[config.mk]
export PLATFORM = sky130hd
export DESIGN_NAME = time_set_control
export DESIGN_NICKNAME = d
export VERILOG_FILES = /design/src/rtl/time_set_control.sv
export SDC_FILE = /design/constraint.sdc
export NUM_CORES = 1
export LEC_CHECK = 0
export ABC_AREA = 1
export CAP_MARGIN = 20
export CORE_MARGIN = 1.5
export CORE_UTILIZATION = 30
export DETAILED_ROUTE_END_ITERATION = 12
export HOLD_SLACK_MARGIN = 0.02
export PLACE_DENSITY = 0.6
export SKIP_CTS_REPAIR_TIMING = 1
export SLEW_MARGIN = 25
export SYNTH_ARGS = -nofsm -noshare
export SYNTH_HDL_FRONTEND = slang
export SYNTH_SLANG_ARGS = --single-unit
[constraint.sdc]
create_clock -name clk -period 2.6 [get_ports clk]
set_clock_uncertainty 0.15 [all_clocks]
set_input_delay 0.52 -clock clk [delete_from_list [all_inputs] [get_ports clk]]
set_output_delay 0.52 -clock clk [all_outputs]
set_load 0.01 [all_outputs]
[src/rtl/time_set_control.sv]
// Purpose : front-panel key controller; mode/next/inc keys drive the mode code, cursor and edit digits,
//           commit the edit buffer to the time counter (time_load) and to the owned alarm registers.
// Latency : one clk from the first high key sample to the output change; backpressure: none (keys are edge events).
// Ports   : clk, rst_n (sync, active low), tick_1hz, btn_mode/btn_next/btn_inc, cur_* (live time) ->
//           mode, pos, set_* (edit buffer), time_load (1-clk strobe), alarm_* (committed alarm time).
module time_set_control #(
    parameter int TIMEOUT_S = 30
) (
    input  logic       clk,
    input  logic       rst_n,
    input  logic       tick_1hz,
    input  logic       btn_mode,
    input  logic       btn_next,
    input  logic       btn_inc,
    input  logic [1:0] cur_hour_tens,
    input  logic [3:0] cur_hour_ones,
    input  logic [2:0] cur_min_tens,
    input  logic [3:0] cur_min_ones,
    input  logic [2:0] cur_sec_tens,
    input  logic [3:0] cur_sec_ones,
    output logic [1:0] mode,
    output logic [2:0] pos,
    output logic [1:0] set_hour_tens,
    output logic [3:0] set_hour_ones,
    output logic [2:0] set_min_tens,
    output logic [3:0] set_min_ones,
    output logic [2:0] set_sec_tens,
    output logic [3:0] set_sec_ones,
    output logic       time_load,
    output logic [1:0] alarm_hour_tens,
    output logic [3:0] alarm_hour_ones,
    output logic [2:0] alarm_minute_tens,
    output logic [3:0] alarm_minute_ones
);

    typedef enum logic [1:0] {
        NORMAL    = 2'b00,
        CLOCK_SET = 2'b01,
        ALARM_SET = 2'b10
    } mode_t;

    localparam logic [5:0] TO_LAST = 6'(TIMEOUT_S - 1);

    mode_t      state, state_d;
    logic [2:0] pos_d;
    logic [1:0] sht_d;
    logic [3:0] sho_d;
    logic [2:0] smt_d;
    logic [3:0] smo_d;
    logic [2:0] sst_d;
    logic [3:0] sso_d;
    logic       time_load_d;
    logic [1:0] aht_d;
    logic [3:0] aho_d;
    logic [2:0] amt_d;
    logic [3:0] amo_d;
    logic [5:0] tcnt, tcnt_d;
    logic       mode_q, next_q, inc_q;
    logic       ev_mode, ev_next, ev_inc;
    logic [3:0] hour_ones_max;

    // Rising-edge events with fixed priority mode > next > inc; losers are dropped.
    assign ev_mode = btn_mode & ~mode_q;
    assign ev_next = btn_next & ~next_q & ~ev_mode;
    assign ev_inc  = btn_inc  & ~inc_q  & ~ev_mode & ~(btn_next & ~next_q);

    assign hour_ones_max = (set_hour_tens == 2'd2) ? 4'd3 : 4'd9;
    assign mode          = state;

    always_comb begin
        state_d     = state;
        pos_d       = pos;
        sht_d       = set_hour_tens;
        sho_d       = set_hour_ones;
        smt_d       = set_min_tens;
        smo_d       = set_min_ones;
        sst_d       = set_sec_tens;
        sso_d       = set_sec_ones;
        time_load_d = 1'b0;
        aht_d       = alarm_hour_tens;
        aho_d       = alarm_hour_ones;
        amt_d       = alarm_minute_tens;
        amo_d       = alarm_minute_ones;
        tcnt_d      = tcnt;

        // Edge after the commit strobe: preload the edit buffer with the alarm time.
        if (time_load) begin
            sht_d = alarm_hour_tens;
            sho_d = alarm_hour_ones;
            smt_d = alarm_minute_tens;
            smo_d = alarm_minute_ones;
            sst_d = 3'd0;
            sso_d = 4'd0;
        end

        if (state == NORMAL) begin
            tcnt_d = 6'd0;
            if (ev_mode) begin
                state_d = CLOCK_SET;
                pos_d   = 3'd1;
                sht_d   = cur_hour_tens;
                sho_d   = cur_hour_ones;
                smt_d   = cur_min_tens;
                smo_d   = cur_min_ones;
                sst_d   = cur_sec_tens;
                sso_d   = cur_sec_ones;
            end
        end else if (!time_load && ev_mode) begin
            tcnt_d = 6'd0;
            pos_d  = 3'd1;
            if (state == CLOCK_SET) begin
                state_d     = ALARM_SET;
                time_load_d = 1'b1;
            end else begin
                state_d = NORMAL;
                pos_d   = 3'd0;
                aht_d   = set_hour_tens;
                aho_d   = set_hour_ones;
                amt_d   = set_min_tens;
                amo_d   = set_min_ones;
            end
        end else if (!time_load && ev_next) begin
            tcnt_d = 6'd0;
            if (state == CLOCK_SET) begin
                pos_d = (pos >= 3'd6) ? 3'd1 : pos + 3'd1;
            end else begin
                pos_d = (pos >= 3'd4) ? 3'd1 : pos + 3'd1;
            end
        end else if (!time_load && ev_inc) begin
            tcnt_d = 6'd0;
            case (pos)
                3'd1: begin
                    sht_d = (set_hour_tens >= 2'd2) ? 2'd0 : set_hour_tens + 2'd1;
                    // Never present hours 24..29.
                    if (sht_d == 2'd2 && set_hour_ones > 4'd3) sho_d = 4'd3;
                end
                3'd2: sho_d = (set_hour_ones >= hour_ones_max) ? 4'd0 : set_hour_ones + 4'd1;
                3'd3: smt_d = (set_min_tens >= 3'd5) ? 3'd0 : set_min_tens + 3'd1;
                3'd4: smo_d = (set_min_ones >= 4'd9) ? 4'd0 : set_min_ones + 4'd1;
                3'd5: sst_d = (set_sec_tens >= 3'd5) ? 3'd0 : set_sec_tens + 3'd1;
                3'd6: sso_d = (set_sec_ones >= 4'd9) ? 4'd0 : set_sec_ones + 4'd1;
                default: ;
            endcase
        end else if (tick_1hz) begin
            // Idle timeout: leave without committing anything.
            if (tcnt >= TO_LAST) begin
                state_d = NORMAL;
                pos_d   = 3'd0;
                tcnt_d  = 6'd0;
            end else begin
                tcnt_d = tcnt + 6'd1;
            end
        end
    end

    always_ff @(posedge clk) begin
        if (!rst_n) begin
            state             <= NORMAL;
            pos               <= 3'd0;
            set_hour_tens     <= 2'd0;
            set_hour_ones     <= 4'd0;
            set_min_tens      <= 3'd0;
            set_min_ones      <= 4'd0;
            set_sec_tens      <= 3'd0;
            set_sec_ones      <= 4'd0;
            time_load         <= 1'b0;
            alarm_hour_tens   <= 2'd0;
            alarm_hour_ones   <= 4'd0;
            alarm_minute_tens <= 3'd0;
            alarm_minute_ones <= 4'd0;
            tcnt              <= 6'd0;
            // Held keys through reset must not look like fresh presses.
            mode_q            <= 1'b1;
            next_q            <= 1'b1;
            inc_q             <= 1'b1;
        end else begin
            state             <= state_d;
            pos               <= pos_d;
            set_hour_tens     <= sht_d;
            set_hour_ones     <= sho_d;
            set_min_tens      <= smt_d;
            set_min_ones      <= smo_d;
            set_sec_tens      <= sst_d;
            set_sec_ones      <= sso_d;
            time_load         <= time_load_d;
            alarm_hour_tens   <= aht_d;
            alarm_hour_ones   <= aho_d;
            alarm_minute_tens <= amt_d;
            alarm_minute_ones <= amo_d;
            tcnt              <= tcnt_d;
            mode_q            <= btn_mode;
            next_q            <= btn_next;
            inc_q             <= btn_inc;
        end
    end

endmodule

# Yosys cells after proc, flatten, opt, wreduce, memory -nomap -nowiden
# Cells that the tools add are included.
[word_totals]
wordCells = 149
ff_bits = 48
output_inout_bits = 39
in_bits = 26
[classes]
muxes = 71
addsub = 8
magnitude_cmp = 10
reduce_logical = 15
n_eq_ne = 13
bitwise = 15
[ops]
columns = ["operator", "count"]
rows = [
  ["4-bit two-way mux", 25],
  ["3-bit two-way mux", 26],
  ["2-bit two-way mux", 16],
  ["4-bit by 1-bit adder with 4-bit output (second input constant)", 3],
  ["3-bit >= comparator (second input constant)", 4],
  ["3-bit by 1-bit adder with 3-bit output (second input constant)", 3],
  ["3-bit equality test (second input constant)", 3],
  ["1-bit inverter", 9],
  ["4-bit >= comparator (second input constant)", 2],
  ["4-bit case mux with 2 select lines", 1],
  ["4-bit nonzero test", 2],
  ["6-bit by 1-bit adder with 6-bit output (second input constant)", 1],
  ["1-bit AND", 6],
  ["3-bit by 2-bit equality test with 1-bit output (second input constant)", 2],
  ["6-bit by 5-bit >= comparator with 1-bit output (second input constant)", 1],
  ["6-bit two-way mux", 1],
  ["3-bit inequality test (second input constant)", 2],
  ["3-bit nonzero test", 2],
  ["5-bit AND reduction", 1],
  ["5-bit OR reduction", 1],
  ["2-bit equality test (second input constant)", 2],
  ["4-bit >= comparator", 1],
  ["4-bit by 2-bit greater-than comparator with 1-bit output (second input constant)", 1],
  ["1-bit logical AND", 4],
  ["12 further kinds", 13],
]

# Depth between registers and ports, before layout
# Gate-level depths: netlist of run 1.
[depth]
ltp_word = 10
ltp_mapped = 12
ltp_nobuf = 11

# Least setup slack after synthesis of run 1
# No wires, ideal clock.
[synth_timing]
kind = "input -> register"
from = "in btn_next"
to = "reg set_sec_ones[1]"
setup_time_ns = 0.132
arrival_time_ns = 1.335
n_path_buf = 0
path_slack_ns = 0.983
path_stages = 8
required_time_ns = 2.318
cell_sequence = "inv_1 nor2_2 nor2_1 nand2_4 nor2_2 nand2_1 o211ai_1 a21oi_1"
[synth_via]
elab_chain_cells = 8
word_cells_on_any_way = 10
cone_classes = "4 x mux; 4 x bitwise; 2 x reduce/logical"
[synth_lines]
columns = ["element", "line_no", "rtl"]
rows = [
  ["start: declaration", "13", "input logic btn_next,"],
  ["1-bit AND (*)", "64, 65", ""],
  ["1-bit inverter", "65", "assign ev_inc = btn_inc & ~inc_q & ~ev_mode & ~(btn_next & ~next_q);"],
  ["1-bit AND", "65", ""],
  ["1-bit logical AND", "129", "end else if (!time_load && ev_inc) begin"],
  ["4-bit two-way mux", "129", ""],
  ["4-bit two-way mux (*)", "122", "end else if (!time_load && ev_next) begin"],
  ["4-bit two-way mux (*)", "108", "end else if (!time_load && ev_mode) begin"],
  ["4-bit two-way mux (*)", "96", "if (state == NORMAL) begin"],
  ["end signal: assignment", "184", "set_sec_ones <= sso_d;"],
  ["end: declaration", "28", "output logic [3:0] set_sec_ones,"],
]
# Mark *: on every way between the ends. The rest lies on a longest branch, timed or not.
# A chain may end at the register's enable or synchronous reset.

# Final worst setup path of run 1
[layout_timing]
from = "reg pos[2]"
to = "out pos[2]"
[layout_lines]
columns = ["element", "line_no", "rtl"]
rows = [
  ["start: declaration", "22", "output logic [2:0] pos,"],
  ["start signal: assignment", "178", "pos <= pos_d;"],
]
# No word-level cell between the ends.

==> results of run 1 <==
## cell families (layout without fill, tap and decap cells)
logic type	Yosys count	in the layout	share of synthesized area, %
fa+ha+maj	18	18	7.51
flops	48	48	32.0
buf+inv	68	134	9.89
simple gates	184	184	27.9
xor+xnor	6	6	1.75
compound gates	114	114	20.9
## path summary, 6_finish.rpt
check	to	start	slack, ns
setup / recovery	pos[2]	pos[2]$_SDFFE_PN0P_	0.51
hold / removal	tcnt[5]$_SDFFE_PP0P_	tcnt[5]$_SDFFE_PP0P_	0.32
setup reg to reg	set_sec_ones[2]$_SDFF_PN0_	mode[0]$_SDFFE_PN0P_	0.75
hold reg to reg	tcnt[5]$_SDFFE_PP0P_	tcnt[5]$_SDFFE_PP0P_	0.32
## cell type report
cell class                 instances  area [um^2]  share of cell area (%)
clock inverter                     3         46.3                    1.19
tap                              133          166                    4.28
inverter                          54          205                    5.28
timing repair buffer              72          701                    18.0
sequential                        48          961                    24.7
multi-input combinational        322         1740                    44.8
clock buffer                       5         68.8                    1.77
## flip-flops by register name (all words and copies together) (netlist names), 2 cells and up
register           cells
set_sec_tens           3
alarm_hour_ones        4
set_min_tens           3
mode                   2
set_hour_tens          2
set_min_ones           4
alarm_hour_tens        2
alarm_minute_ones      4
alarm_minute_tens      3
pos                    3
set_hour_ones          4
set_sec_ones           4
tcnt                   6
## routing by layer
layer  track usage, %  up-vias
li1                 -     1574
met1             22.3     1376
met2             27.1       73
met3             2.37       11
met4             4.99        0
met5                0        -
## cell usage in the layout (no fill, tap or decap), types with 4 or more instances in the layout
| cell type | synthesis | layout |
|---|---|---|
| a21oi_1 | 40 | 40 |
| a22oi_1 | 8 | 8 |
| buf_4 | 1 | 8 |
| clkbuf_8 | 0 | 5 |
| clkdlybuf4s50_1 | 0 | 64 |
| dfxtp_1 | 48 | 48 |
| ha_1 | 18 | 18 |
| inv_1 | 44 | 44 |
| inv_2 | 9 | 9 |
| nand2_1 | 100 | 100 |
| nand3_1 | 22 | 22 |
| nand4_1 | 5 | 5 |
| nor2_1 | 34 | 34 |
| nor2_4 | 5 | 5 |
| o211ai_1 | 4 | 4 |
| o21ai_0 | 45 | 45 |
| o21ai_1 | 5 | 5 |
| o22ai_1 | 5 | 5 |
## synthesized netlist by cell type, types with 4 or more instances
library cell,count,area (um^2)
nand2_1,100,375
nand4_1,5,31.3
inv_2,9,33.8
o21ai_1,5,25.0
clkbuf_1,5,18.8
buf_6,4,45.0
nor2_4,5,56.3
dfxtp_1,48,961
ha_1,18,225
buf_2,4,20.0
o211ai_1,4,30.0
a21oi_1,40,200
o22ai_1,5,31.3
nor2_1,34,128
inv_1,44,165
nand3_1,22,110
a22oi_1,8,60.1
o21ai_0,45,225
## report_power, final
part | switching (mW) | internal [mW] | total, mW
Sequential | 0.0221 | 0.754 | 0.776
Combinational | 0.137 | 0.115 | 0.252
Clock | 0.286 | 0.290 | 0.577
==> key figures, run 1 <==
Clock tree
  • Clock sinks: 48
  • CTS H-tree depth: 2
  • Clock Path Buffers: 2
  • Root buffer cell: clkbuf_8
  • Later-pin clock latency in the skew report: 0.32 ns
  • Total clock buffers created by CTS: 5
  • Register clock-pin slew on the reported worst setup and hold paths: 0.10 ns
  • CTS tree: yes

Pwr
  • PnR Total Power: 1.60 mW
  • Max IR drop VDD: 0.228 mV
  • Leakage power: 1.59 nW
  • Power per cell area: 413 nW/um^2

Final layout
  • Fill cells: 1,052
  • Fin util: 40.0%
  • Fin nets: 547
  • Antenna Cells: 0
  • Area Overhead vs Synth: 29.7%
  • Design Area, Final: 3890 um^2
  • Final non-filler cell total: 637
  • Fraction of layout cells with a size suffix above 1: 8.73%

Synth
  • Ys async rst share: 0%
  • Syn Inst Count: 438
  • Number of synthesized flops with an enable pin: 0
  • Mapped Area: 3000 um^2
  • Mean Syn Cell Area: 6.85 um^2
  • YS warnings: 0
  • Yosys cell types: 34
  • Synthesized Nets: 482
  • Post-synthesis sequential area ratio: 32.0%
  • Post-synthesis register bit count: 48
  • Synth Flop Type: dfxtp_1

Worst setup path
  • Crit path largest cell delay: 0.60 ns
  • Delay-heaviest family, CP: buffers and inverters
  • Req. time, crit path: 1.93 ns
  • CP Buf/Inv Count: 1
  • Critical path peak fanout: 7
  • Crit Path Class: register to output port
  • Critical path depth in cells: 1
  • CP max stage cell: clkdlybuf4s50_1
  • Worst Path Arrival: 1.42 ns
  • CP Launch Type: register
  • Critical Path End Type: output port
  • Worst r2r path cells: 8
  • Sequence of cells on the critical path: clkdlybuf4s50_1

Timing
  • Post-layout min period: 2.09 ns
  • Final hold slack: 0.319 ns
  • Fmax: 479 MHz
  • Period utilization: 80.3%
  • Max-slew violations: 0
  • Slew headroom: 74.4%
  • Worst slew pin tran: 0.380 ns
  • Final-report setup violation count: 0
  • Sum of negative setup slack: 0 ns
  • RSZ-0062 raised after global routing: false
  • Fin. Hold Viols: 0
  • Final WS setup: 0.513 ns

GRT
  • Largest net degree at the start of global routing: 27
  • Grt ovf: 0
  • Vias in the first global route: 2,836
  • Global-route wire length before repair: 13,600 um
  • Initial antenna violation count: 0
  • Total global-route track usage: 16.5%

Floorplanning
  • Io pins: 65
  • CORE AREA: 9730 um^2
  • Die ar.: 10,600 um^2
  • Die H: 103 um
  • Initial Util: 30.8%
  • Rows: 36
  • Die width: 103 um

Drt
  • Mean number of vias per cell: 4.76
  • Routed Wire Length: 8510 um
  • Routed length on met1: 4060 um
  • Highest metal used: met4
  • DRC errors left: 0
  • Met3 routed WL: 393 um
  • Initial DRT Pass Iterations: 4
  • Iter 0 DRT Violations: 165
  • Vias: 3,034
  • Routed Antenna Nets: 0
  • DR WL/cell: 13.4 um
  • Met2 routed WL: 3910 um

Place
  • DP Worst Slack: 0.352 ns
  • Cell area after placement: 3770 um^2
  • Placed insts: 629
  • I/O Buffers: 64
  • Final HPWL from detailed placement: 6360 um
  • RD Place Congestion: 0.852

Hold path
  • Hold Path Class: register to register
  • WHS Path Cells: 2

Job
  • Max-cap violation count: 0

Outcome
  • Status: complete, no violations
Power figures use the tool's default switching activity.
==> run 2: changes to the inputs <==
--- a/config.mk
+++ b/config.mk
@@ -11,7 +11,7 @@
 export CORE_UTILIZATION = 30
 export DETAILED_ROUTE_END_ITERATION = 12
 export HOLD_SLACK_MARGIN = 0.02
-export PLACE_DENSITY = 0.6
+export PLACE_DENSITY = 0.62
 export SKIP_CTS_REPAIR_TIMING = 1
 export SLEW_MARGIN = 25
 export SYNTH_ARGS = -nofsm -noshare
==> constraint.sdc (replaced) <==
create_clock -name clk -period 1.72 [get_ports clk]
set_clock_uncertainty 0.15 [all_clocks]
set_input_delay 0.344 -clock clk [delete_from_list [all_inputs] [get_ports clk]]
set_output_delay 0.344 -clock clk [all_outputs]
set_load 0.01 [all_outputs]
==> run 2 against run 1 <==
Compared with the run above:
- sequential share of layout area fell by 1.4 points
- register-to-register slack got worse by 0.64 ns
- combinational power increased by 64%
- die area stayed put
- final cell count up 3.1%
- via count rose by 3.0%
- first-iteration DRC count decreased by 32%
- flip-flop and latch count unchanged
- clock power grew 53%
- count of clock-buffer cells in the layout grew 1
==> key figures, run 2 (same netlist as run 1, synthesis figures left out) <==
Outcome
  • Status: complete, no violations

Floorplanning
  • Die H: 103 um
  • Initial Util: 30.8%
  • Rows: 36
  • Io pins: 65
  • Die ar.: 10,600 um^2
  • CORE AREA: 9730 um^2
  • Die width: 103 um

Drt
  • Vias: 3,125
  • Routed Wire Length: 8670 um
  • Iter 0 DRT Violations: 113
  • Routed Antenna Nets: 0
  • Mean number of vias per cell: 4.76
  • Initial DRT Pass Iterations: 4
  • DR WL/cell: 13.2 um
  • DRC errors left: 0

Pwr
  • Leakage power: 2.41 nW
  • Power per cell area: 584 nW/um^2
  • Max IR drop VDD: 0.457 mV

Worst setup path
  • Critical path depth in cells: 1
  • Critical Path End Type: output port
  • CP max stage cell: clkdlybuf4s50_1
  • Crit Path Class: register to output port
  • Crit path largest cell delay: 0.54 ns
  • CP Launch Type: register
  • Worst r2r path cells: 7
  • Critical path peak fanout: 3
  • Sequence of cells on the critical path: clkdlybuf4s50_1
  • Req. time, crit path: 1.23 ns
  • CP Buf/Inv Count: 1
  • Worst Path Arrival: 1.19 ns
  • Delay-heaviest family, CP: buffers and inverters

Clock tree
  • Total clock buffers created by CTS: 5
  • Register clock-pin slew on the reported worst setup and hold paths: 0.09 ns
  • CTS H-tree depth: 2
  • CTS tree: yes
  • Clock sinks: 48
  • Later-pin clock latency in the skew report: 0.31 ns
  • Root buffer cell: clkbuf_8
  • Clock Path Buffers: 2

Final layout
  • Antenna Cells: 0
  • Most frequent cells in the layout: nand2_1 (100), inv_1 (43), o21ai_0 (43)
  • Area Overhead vs Synth: 40.9%
  • Biggest register: tcnt
  • Fraction of layout cells with a size suffix above 1: 16.4%
  • Commonest non-fill, non-tap cell in the layout: nand2_1
  • Final non-filler cell total: 657
  • Fin nets: 567
  • Number of flip-flops under the largest register name: 6
  • Fin util: 43.4%

Place
  • Final HPWL from detailed placement: 6380 um
  • I/O Buffers: 64
  • RD Place Congestion: 0.854
  • Placed insts: 648

Timing
  • Max-slew violations: 0
  • RSZ-0062 raised after global routing: false
  • Fin. Hold Viols: 0
  • Slew headroom: 76.8%
  • Fmax: 593 MHz
  • Final-report setup violation count: 0
  • Worst slew pin tran: 0.345 ns
  • Period utilization: 98.0%
  • Post-layout min period: 1.69 ns
  • Sum of negative setup slack: 0 ns

GRT
  • Largest net degree at the start of global routing: 27
  • Grt ovf: 0
  • Initial antenna violation count: 0
  • Total global-route track usage: 16.1%
  • Global-route wire length before repair: 13,600 um
  • Vias in the first global route: 2,877

Job
  • Max-cap violation count: 0

Hold path
  • Hold Path Class: input pin to register
  • WHS Path Cells: 2
==> run 2: path summary, 6_finish.rpt <==
check / endpoint / from / slack, ns
hold / removal: inc_q$_SDFF_PN1_ / btn_inc / 0.16
setup reg to reg: tcnt[1]$_SDFFE_PP0P_ / mode[1]$_SDFFE_PN0P_ / 0.11
hold reg to reg: tcnt[5]$_SDFFE_PP0P_ / tcnt[5]$_SDFFE_PP0P_ / 0.33
setup / recovery: alarm_hour_tens[0] / alarm_hour_tens[0]$_SDFFE_PN0P_ / 0.03
==> run 2: per-stage QoR <==
step           setup WS (ns)  area [um^2]  total power [mW]  hold WS [ns]
6_report              0.0345         4230              2.47         0.164
5_1_grt              0.00432         4230              2.58         0.186
4_1_cts               -0.150         4060              2.49         0.330
3_5_place_dp          -0.344         3940              1.60         0.315
3_3_place_gp          -0.315         3940              1.60         0.303
2_1_floorplan          0.191         3000              1.40         0.294
==> run 2: cell type report <==
cell class / count / area (um^2)
inverters: 54 / 205
clock buffers: 6 / 82.6
multi-input cells: 323 / 1780
repair buffers: 91 / 968
flip-flops and latches: 48 / 983
clock inverters: 2 / 38.8
well taps: 133 / 166
fillers: 1019 / 5500
==> run 2: layer usage <==
| layer | track usage [%] | wire length, um | vias to the layer above |
|---|---|---|---|
| met4 | 5.09 | 176 | 0 |
| met1 | 22.0 | 4070 | 1425 |
| met5 | 0 | 0 | - |
| met3 | 2.58 | 416 | 12 |
| li1 | - | - | 1613 |
| met2 | 26.1 | 4000 | 75 |
==> run 2: where the power goes <==
group          leakage (nW)  switching, mW  internal (mW)
logic                  1.95          0.221          0.192
clock network        0.0614          0.406          0.476
registers             0.397         0.0307           1.14
total                  2.41          0.658           1.81
==> run 3: changes to the inputs <==
--- a/config.mk
+++ b/config.mk
@@ -7,11 +7,10 @@
 export LEC_CHECK = 0
 export ABC_AREA = 1
 export CAP_MARGIN = 20
-export CORE_MARGIN = 1.5
-export CORE_UTILIZATION = 30
+export CORE_UTILIZATION = 46
 export DETAILED_ROUTE_END_ITERATION = 12
 export HOLD_SLACK_MARGIN = 0.02
-export PLACE_DENSITY = 0.62
+export PLACE_DENSITY = 0.84
 export SKIP_CTS_REPAIR_TIMING = 1
 export SLEW_MARGIN = 25
 export SYNTH_ARGS = -nofsm -noshare
==> run 3 against run 2 <==
Compared with the run above:
- worst setup slack gained 0.086 ns
- highest routed layer unchanged
- wire length shrank 4.9%
- non-clock buffer count is 2 lower
- critical path type is now register to register
- flip-flop and latch count stayed put
- final area down 2.3%
- via count up 2.9%
==> key figures, run 3 (same netlist as run 1, synthesis figures left out) <==
GRT
  • Vias in the first global route: 2,882
  • Largest net degree at the start of global routing: 27
  • Initial antenna violation count: 0
  • Total global-route track usage: 24.7%
  • Global-route wire length before repair: 13,000 um
  • Grt ovf: 0

Drt
  • Met3 routed WL: 424 um
  • Highest metal used: met4
  • Routed Antenna Nets: 0
  • Met2 routed WL: 4000 um
  • DRC errors left: 0
  • Iter 0 DRT Violations: 202
  • Vias: 3,217
  • Routed Wire Length: 8240 um
  • Routed length on met1: 3620 um
  • DR WL/cell: 13.8 um
  • Mean number of vias per cell: 5.37
  • Initial DRT Pass Iterations: 5

Place
  • I/O Buffers: 64
  • Final HPWL from detailed placement: 5960 um
  • Cell area after placement: 3820 um^2
  • RD Place Congestion: 0.892

Worst setup path
  • Crit Path Class: register to register
  • Worst reg-to-reg setup slack: 0.12 ns
  • Worst Path Arrival: 1.65 ns
  • Worst r2r path cells: 10
  • Critical Path End Type: register
  • Req. time, crit path: 1.77 ns
  • Critical path peak fanout: 4
  • Launching point of the worst reg2reg path: tcnt[0]$_SDFFE_PP0P_
  • Reg-to-reg endpoint: mode[1]$_SDFFE_PN0P_
  • CP Launch Type: register

Outcome
  • Status: complete, no violations

Final layout
  • Fin nets: 565
  • Number of flip-flops under the largest register name: 6
  • Design Area, Final: 4130 um^2
  • Biggest register: tcnt
  • Fraction of layout cells with a size suffix above 1: 17.2%
  • Most frequent cells in the layout: nand2_1 (96), inv_1 (43), o21ai_0 (42), dlymetal6s2s_1 (42), a21oi_1 (40)
  • Commonest non-fill, non-tap cell in the layout: nand2_1
  • Fill cells: 544
  • Area Overhead vs Synth: 37.6%
  • Antenna Cells: 0

Clock tree
  • Later-pin clock latency in the skew report: 0.31 ns
  • Root buffer cell: clkbuf_8
  • CTS H-tree depth: 2
  • CTS tree: yes
  • Total clock buffers created by CTS: 5
  • Clock sinks: 48
  • Register clock-pin slew on the reported worst setup and hold paths: 0.09 ns
  • Clock Path Buffers: 2

Hold path
  • Hold Path Class: input pin to register
  • Worst Hold Path EP: next_q$_SDFF_PN1_
  • WHS Path Cells: 3
  • Hold_sp: btn_next

Pwr
  • Sw Ratio: 28.4%
  • Leakage power: 2.41 nW
  • Clk pwr share: 31.6%
  • Max IR drop VDD: 0.333 mV
  • Internal power: 1.66 mW
  • Power per cell area: 560 nW/um^2
  • Seq pwr share: 50.7%
  • Switching Power: 0.656 mW
  • Power share of the combinational group: 17.7%

Timing
  • Fin. Hold Viols: 0
  • Worst slew pin tran: 0.392 ns
  • Period utilization: 93.0%
  • Final hold slack: 0.118 ns
  • Post-layout min period: 1.60 ns
  • Slew headroom: 73.6%
  • Final-report setup violation count: 0
  • Fmax: 625 MHz
  • Sum of negative setup slack: 0 ns
  • Max-slew violations: 0

Job
  • Max-cap violation count: 0

Floorplanning
  • Rows: 29
  • Die ar.: 6850 um^2
  • Die H: 82.7 um
  • Die width: 82.7 um
  • CORE AREA: 6310 um^2
  • Initial Util: 47.5%
  • Io pins: 65
run 3: layer usage:
layer	vias to the layer above	GRT usage [%]
li1	1608	-
met1	1475	31.0
met2	113	42.6
met3	21	4.40
met4	0	7.76
met5	-	0
run 3: area by class of cell:
class	instances	area (um^2)	area share [%]
inverters	54	205	4.97
repair buffers	89	946	22.9
flip-flops and latches	48	981	23.8
clock buffers	6	82.6	2.00
multi-input cells	323	1800	43.6
well taps	77	96.3	2.33
clock inverters	2	15.0	0.364
run 3: how the worst max path moves through the flow:
| stage | slack, ns | start | depth (start not counted) | endpoint |
|---|---|---|---|---|
| final | 0.12 | tcnt[0]$_SDFFE_PP0P_ | 10 | mode[1]$_SDFFE_PN0P_ |
| after global routing | -0.03 | set_hour_tens[0]$_SDFF_PN0_ | 9 | set_hour_ones[0]$_SDFF_PN0_ |
| after CTS | -0.11 | pos[0]$_SDFFE_PN0P_ | 1 | pos[0] |
| after detailed placement | -0.33 | btn_inc | 8 | set_sec_ones[1]$_SDFF_PN0_ |
| after global placement | -0.27 | btn_inc | 8 | set_sec_ones[2]$_SDFF_PN0_ |
| after floorplan | 0.19 | pos[0]$_SDFFE_PN0P_ | 9 | set_hour_ones[3]$_SDFF_PN0_ |
run 3: metrics by stage:
step | setup slack, ns | utilization (%) | std cells | power, mW
floorplan | 0.191 | - | 438 | 1.40
global placement | -0.267 | 60.5 | 587 | 1.58
detailed placement | -0.328 | 60.5 | 587 | 1.59
CTS | -0.114 | 62.1 | 595 | 2.31
global route | -0.0300 | 65.4 | 599 | 2.41
finish | 0.120 | 65.4 | 599 | 2.31
run 3: critical path, cell delays in order, from the launching register on:
cell     delay (ns)
dfxtp_1        0.39
inv_1          0.07
ha_1           0.19
nand2_1        0.07
nand3_1        0.07
nand2_1        0.12
nand2_1        0.09
o21ai_0        0.15
nand2_1        0.08
nand2_1        0.06
a21oi_1        0.05
run 3: power groups by stage:
stage               registers, mW  logic (mW)  clock network [mW]
global route                 1.18       0.450               0.781
CTS                          1.17       0.399               0.743
finish                       1.17       0.409               0.730
global placement             1.19       0.385                   0
detailed placement           1.20       0.396                   0
floorplan                    1.20       0.199                   0
